==> config.mk <==
export PLATFORM = sky130hd
export DESIGN_NAME = pc_sequencer
export DESIGN_NICKNAME = d
export VERILOG_FILES = /design/src/rtl/pc_sequencer.sv
export SDC_FILE = /design/constraint.sdc
export NUM_CORES = 1
export LEC_CHECK = 0
export BUFFER_PORTS_ARGS = -buffer_cell sky130_fd_sc_hd__buf_2
export CAP_MARGIN = 10
export CELL_PAD_IN_SITES_DETAIL_PLACEMENT = 1
export CELL_PAD_IN_SITES_GLOBAL_PLACEMENT = 1
export CORE_MARGIN = 2
export CORE_UTILIZATION = 28
export DETAILED_ROUTE_END_ITERATION = 10
export PLACE_DENSITY_LB_ADDON = 0.08
export REMOVE_ABC_BUFFERS = 1
export SKIP_CTS_REPAIR_TIMING = 1
export SYNTH_ARGS = -nofsm -noshare
export SYNTH_HDL_FRONTEND = slang
export SYNTH_SLANG_ARGS = --single-unit
==> constraint.sdc <==
create_clock -name clk -period 1.5 [get_ports clk]
set_input_delay 0.075 -clock clk [delete_from_list [all_inputs] [get_ports clk]]
set_output_delay 0.075 -clock clk [all_outputs]
set_load 0.03 [all_outputs]
==> src/rtl/pc_sequencer.sv <==
// -----------------------------------------------------------------------------
// pc_sequencer
//   Program-counter sequencer for the instruction memory. Each cycle it
//   increments the PC or loads a new one (jump, call, return). A two-state
//   RUN/HALTED machine stops the core on a breakpoint address or an external
//   request, and releases it again on resume.
//
//   Optional feature macro: PC_STACK_EN
//     defined   : hardware return stack; call pushes pc+1 and ret pops.
//                 Overflow and underflow raise sticky error flags and halt.
//     undefined : no stack storage; call acts as jump, ret is ignored,
//                 and depth/err_ovf/err_unf are tied to 0.
//
//   Ports
//     clk       in   rising-edge clock
//     rst       in   asynchronous active-high reset
//     en        in   advance enable (RUN only)
//     jump      in   load target into pc
//     call      in   push pc+1 and load target
//     ret       in   pop the return address into pc
//     target    in   jump/call destination
//     halt_req  in   external halt request (level)
//     resume    in   leave HALTED (level)
//     pc        out  registered program counter
//     halted    out  1 while in HALTED
//     depth     out  return-stack occupancy
//     err_ovf   out  sticky: call on a full stack
//     err_unf   out  sticky: ret on an empty stack
// -----------------------------------------------------------------------------
module pc_sequencer #(
    parameter int ADDR_W      = 8,
    parameter int STACK_DEPTH = 4,
    parameter int RESET_ADDR  = 0,
    parameter int HALT_ADDR   = 3
) (
    input  logic                             clk,
    input  logic                             rst,
    input  logic                             en,
    input  logic                             jump,
    input  logic                             call,
    input  logic                             ret,
    input  logic [ADDR_W-1:0]                target,
    input  logic                             halt_req,
    input  logic                             resume,
    output logic [ADDR_W-1:0]                pc,
    output logic                             halted,
    output logic [$clog2(STACK_DEPTH+1)-1:0] depth,
    output logic                             err_ovf,
    output logic                             err_unf
);

    localparam int DEPTH_W = $clog2(STACK_DEPTH + 1);

    typedef enum logic {
        S_RUN    = 1'b0,
        S_HALTED = 1'b1
    } state_t;

    state_t            r_state;
    logic [ADDR_W-1:0] r_pc;
    logic [ADDR_W-1:0] w_pc_inc;
    logic [ADDR_W-1:0] w_pc_next;
    logic              w_go_halt;
    logic              w_advance;

    assign w_pc_inc  = r_pc + ADDR_W'(1);
    assign w_advance = (r_state == S_RUN) && en;

`ifdef PC_STACK_EN
    localparam int IDX_W = (STACK_DEPTH > 1) ? $clog2(STACK_DEPTH) : 1;

    logic [ADDR_W-1:0]  r_stack [STACK_DEPTH];
    logic [DEPTH_W-1:0] r_depth;
    logic               r_err_ovf;
    logic               r_err_unf;
    logic               w_push;
    logic               w_pop;
    logic               w_set_ovf;
    logic               w_set_unf;
    logic [IDX_W-1:0]   w_top_idx;
    logic [IDX_W-1:0]   w_push_idx;

    assign w_top_idx  = IDX_W'(r_depth - DEPTH_W'(1));
    assign w_push_idx = IDX_W'(r_depth);

    // Next-PC selection with priority halt_req > ret > call > jump > increment.
    always_comb begin
        w_pc_next = r_pc;
        w_go_halt = 1'b0;
        w_push    = 1'b0;
        w_pop     = 1'b0;
        w_set_ovf = 1'b0;
        w_set_unf = 1'b0;
        if (halt_req) begin
            w_go_halt = 1'b1;
        end else if (ret) begin
            if (r_depth != DEPTH_W'(0)) begin
                w_pop     = 1'b1;
                w_pc_next = r_stack[w_top_idx];
                w_go_halt = (r_stack[w_top_idx] == ADDR_W'(HALT_ADDR));
            end else begin
                w_set_unf = 1'b1;
                w_go_halt = 1'b1;
            end
        end else if (call) begin
            if (r_depth < DEPTH_W'(STACK_DEPTH)) begin
                w_push    = 1'b1;
                w_pc_next = target;
                w_go_halt = (target == ADDR_W'(HALT_ADDR));
            end else begin
                w_set_ovf = 1'b1;
                w_go_halt = 1'b1;
            end
        end else if (jump) begin
            w_pc_next = target;
            w_go_halt = (target == ADDR_W'(HALT_ADDR));
        end else begin
            w_pc_next = w_pc_inc;
            w_go_halt = (w_pc_inc == ADDR_W'(HALT_ADDR));
        end
    end

    // Stack and error flags: depth moves only on an accepted push/pop.
    always_ff @(posedge clk or posedge rst) begin
        if (rst) begin
            r_depth   <= DEPTH_W'(0);
            r_err_ovf <= 1'b0;
            r_err_unf <= 1'b0;
        end else if (w_advance) begin
            if (w_push) begin
                r_depth <= r_depth + DEPTH_W'(1);
            end else if (w_pop) begin
                r_depth <= r_depth - DEPTH_W'(1);
            end else begin
                r_depth <= r_depth;
            end
            r_err_ovf <= r_err_ovf | w_set_ovf;
            r_err_unf <= r_err_unf | w_set_unf;
        end else begin
            r_depth   <= r_depth;
            r_err_ovf <= r_err_ovf;
            r_err_unf <= r_err_unf;
        end
    end

    // Stack storage: contents are don't-care after reset, so no reset term.
    always_ff @(posedge clk) begin
        if (!rst && w_advance && w_push) begin
            r_stack[w_push_idx] <= w_pc_inc;
        end
    end

    assign depth   = r_depth;
    assign err_ovf = r_err_ovf;
    assign err_unf = r_err_unf;
`else
    logic w_unused_ret;

    assign w_unused_ret = &{1'b0, ret};

    // Next-PC selection with priority halt_req > call/jump > increment.
    always_comb begin
        w_pc_next = r_pc;
        w_go_halt = 1'b0;
        if (halt_req) begin
            w_go_halt = 1'b1;
        end else if (call || jump) begin
            w_pc_next = target;
            w_go_halt = (target == ADDR_W'(HALT_ADDR));
        end else begin
            w_pc_next = w_pc_inc;
            w_go_halt = (w_pc_inc == ADDR_W'(HALT_ADDR));
        end
    end

    assign depth   = '0;
    assign err_ovf = 1'b0;
    assign err_unf = 1'b0;
`endif

    // RUN/HALTED state machine and program counter register.
    always_ff @(posedge clk or posedge rst) begin
        if (rst) begin
            r_state <= S_RUN;
            r_pc    <= ADDR_W'(RESET_ADDR);
        end else begin
            case (r_state)
                S_RUN: begin
                    if (en) begin
                        r_pc <= w_pc_next;
                        if (w_go_halt) begin
                            r_state <= S_HALTED;
                        end
                    end
                end
                S_HALTED: begin
                    // pc holds; resuming never re-checks the breakpoint.
                    if (resume) begin
                        r_state <= S_RUN;
                    end
                end
                default: begin
                    r_state <= S_RUN;
                end
            endcase
        end
    end

    assign pc     = r_pc;
    assign halted = (r_state == S_HALTED);

endmodule
==> key figures <==
Status
  • Outcome: completed

Synthesis
  • Synth top area share: 0.3396
  • Area contributors post-synth: dfrtp_1 34%, buf_4 6.8%, nand2_1 5.7%
  • Synth top cells by count: 10 x nand2_1, 9 x dfrtp_1, 9 x nor2_1
  • Cells after Synth: between 80 and 90
  • Yosys warnings: 0
  • Post-synth ARST share: 1.000
  • Count of cell types in the netlist: 26
  • Synthesized area per cell: 8.087 um2
  • Cell with the most instances after synthesis: nand2_1
  • Sequential area share after synthesis: 0.3396
  • Predominant post-synthesis flop cell: dfrtp_1
  • Synth area leader: dfrtp_1
  • Post-synth EDFFs: 0
  • Synth Register Bits: 9
  • Synthesized cell area: 663.1 um2

Worst setup path
  • Crit-path slowest cell: dfrtp_1
  • Critical path capture point type: flip-flop
  • Critical path class: reg2reg
  • Arrival time at the worst endpoint: roughly 1.7 ns
  • Critical path's largest stage delay: between 0.4 and 0.5 ns
  • Startpoint class of the critical path: flip-flop
  • WP data required: around 1.7 ns
  • CP max FO: 3
  • Worst path cell trace: ha_4, xnor2_2, nand4b_1, a221oi_2, o211a_1, a31o_1

Power
  • Combinational share of power: 0.466
  • Clock share of power: 0.183
  • Int Pwr: approximately 610 uW
  • Switching part of the total: 0.4400
  • Sw power: 481.6 uW
  • Leakage: 0.4189 nW
  • Total power per unit cell area: 1219 nW/um2
  • Sequential power share: 0.351
  • VDD IR max: between 0.6 and 0.7 mV

Timing
  • Fin. Hold Viols: 0
  • Setup ws final: ~0.047 ns
  • Setup violators final: 0
  • Tmin final: 1.453 ns
  • Total negative setup slack: 0 ns
  • Max Freq: about 690 MHz
  • Final Cycle Share: 0.9686
  • Clk_skew: 0.001249 ns
  • Worst Hold Slack: around 0.085 ns
  • Setup repair after global routing missed its margin: true
  • Final Max Slew Viols: 0

Final layout
  • Layout cell share with drive strength beyond 1: 0.3628
  • Diode count: 0
  • Area Overhead vs Synth: 35.47%
  • Final core occ: 0.4022
  • # fillers: slightly below 300
  • Final net count: about 130

Global routing
  • GRT Util Overall: 0.1563
  • Initial antenna violation count: 0
  • First-pass GRT wire length: just over 3 mm
  • Vias in the first global route: 670
  • Gr ovfl total: 0
  • Largest net degree at the start of global routing: 13

Place
  • Pre-CTS setup slack: -0.04232 ns
  • Port bufs: 23
  • Routability congestion estimate: just over 0.7
  • Post-DP HPWL: between 1.5 and 2 mm

Floorplanning
  • Die Wd: between 50 and 60 um
  • CORE AREA: roughly 2200 um2
  • Rows: 17
  • Initial Utilization: 0.2969
  • DIE HEIGHT: approximately 53 um
  • I/O pin cnt: 30
  • Die area: 2774 um2

Clock network
  • Sink Count: 9
  • Clock latency on the worst-skew pair: between 0.2 and 0.3 ns
  • Number of CTS-inserted buffers: 3
  • Clock buffer depth: 2
  • Clock slew at reported path FFs: around 0.07 ns
  • # H-tree levels: 1
  • Clock Root Buffer: clkbuf_4
  • TritonCTS clock tree: done

Flow run
  • Max cap viols: 0

Route
  • Final ANT Viol Nets: 0
  • DR vias/cell: ~5
  • Via count: between 600 and 700
  • # DRC: 0
  • DR WL/cell: 13.62 um
  • 1st-iter DRT viols: 2
  • DR pass1 iterations: 4
  • WL final: just under 2 mm

Min path
  • Hold WC Path Type: in2reg
-- critical path, delay by kind of cell, from the launching register on --
kind / cells / cell delay (ns)
AOI/OAI and AO/OA: 3 / 0.54
DFF: 1 / 0.41
xor gates and xnor gates: 1 / 0.11
and+or+nand+nor: 1 / 0.14
adders and majority gates: 1 / 0.19
-- worst paths after layout --
check                      slack, ns  depth (start not counted)       from  endpoint
max reg2reg                     0.05                          6      pc[1]    halted
min reg2reg                     0.54                          2      pc[7]     pc[7]
max in group asynchronous       0.85                          3        rst     pc[2]
max                             0.05                          6      pc[1]    halted
min                             0.08                          3  target[1]     pc[1]
min in group asynchronous       0.35                          3        rst     pc[6]
-- layout make-up --
class,instances,area [um2],area share
flip-flops and latches,9,227.7,0.2535
repair buffers,31,177.7,0.1978
clock buffers,4,26.28,0.02925
multi-input cells,68,427.9,0.4763
well taps,28,35.03,0.03900
inverters,1,3.754,0.004178
-- sequential cells by signal, indices dropped and copies added, names as in the netlist --
register  flops
pc            8
halted        1
-- logic make-up after synthesis --
| kind of cell | share of synthesized area |
|---|---|
| muxes | 0.06226 |
| AOI/OAI and AO/OA | 0.1793 |
| adders and majority gates | 0.01886 |
| buffers and inverters | 0.08490 |
| and+or+nand+nor | 0.2302 |
| DFF | 0.3396 |
| other | 0.005655 |
| xor gates and xnor gates | 0.07924 |
-- per-layer routing --
layer	vias up	wire [um]	track usage
li1	347	-	-
met1	324	878	0.2132
met3	2	97	0.03714
met5	-	0	0
met4	0	13	0.05128
met2	18	932	0.2396
-- placed cells by master, fill, tap and decap left out, drive strengths merged --
cell type    instances
a211oi               1
a21oi                6
a221oi               1
a31o                 1
a31oi                2
and2                 3
buf                 30
clkbuf               4
conb                 5
dfrtp                9
dlygate4sd3          1
ha                   1
inv                  1
mux2                 1
mux2i                3
nand2               10
nand3                3
nand4                4
nand4b               1
nor2                 9
nor3b                1
o211a                1
o21ai                7
o22ai                1
or2                  1
xnor2                2
xor2                 4
-- through the flow --
stage / std cells / power, mW / instance area, um2
final: 141 / 1.095 / 898.4
after global routing: 141 / 1.185 / 898.4
after CTS: 140 / 1.061 / 854.6
after detailed placement: 136 / 0.8566 / 828.3
after global placement: 136 / 0.8476 / 828.3
after floorplan: 78 / 0.6763 / 625.6
-- power by group through the flow --
stage	Sequential, mW	Combinational, mW	Clock [mW]
after global placement	0.375	0.473	0
after CTS	0.373	0.481	0.207
final	0.384	0.510	0.201
after global routing	0.398	0.565	0.222
after floorplan	0.486	0.190	0
after detailed placement	0.377	0.479	0
Note: power is estimated with default switching activity, not from simulation.
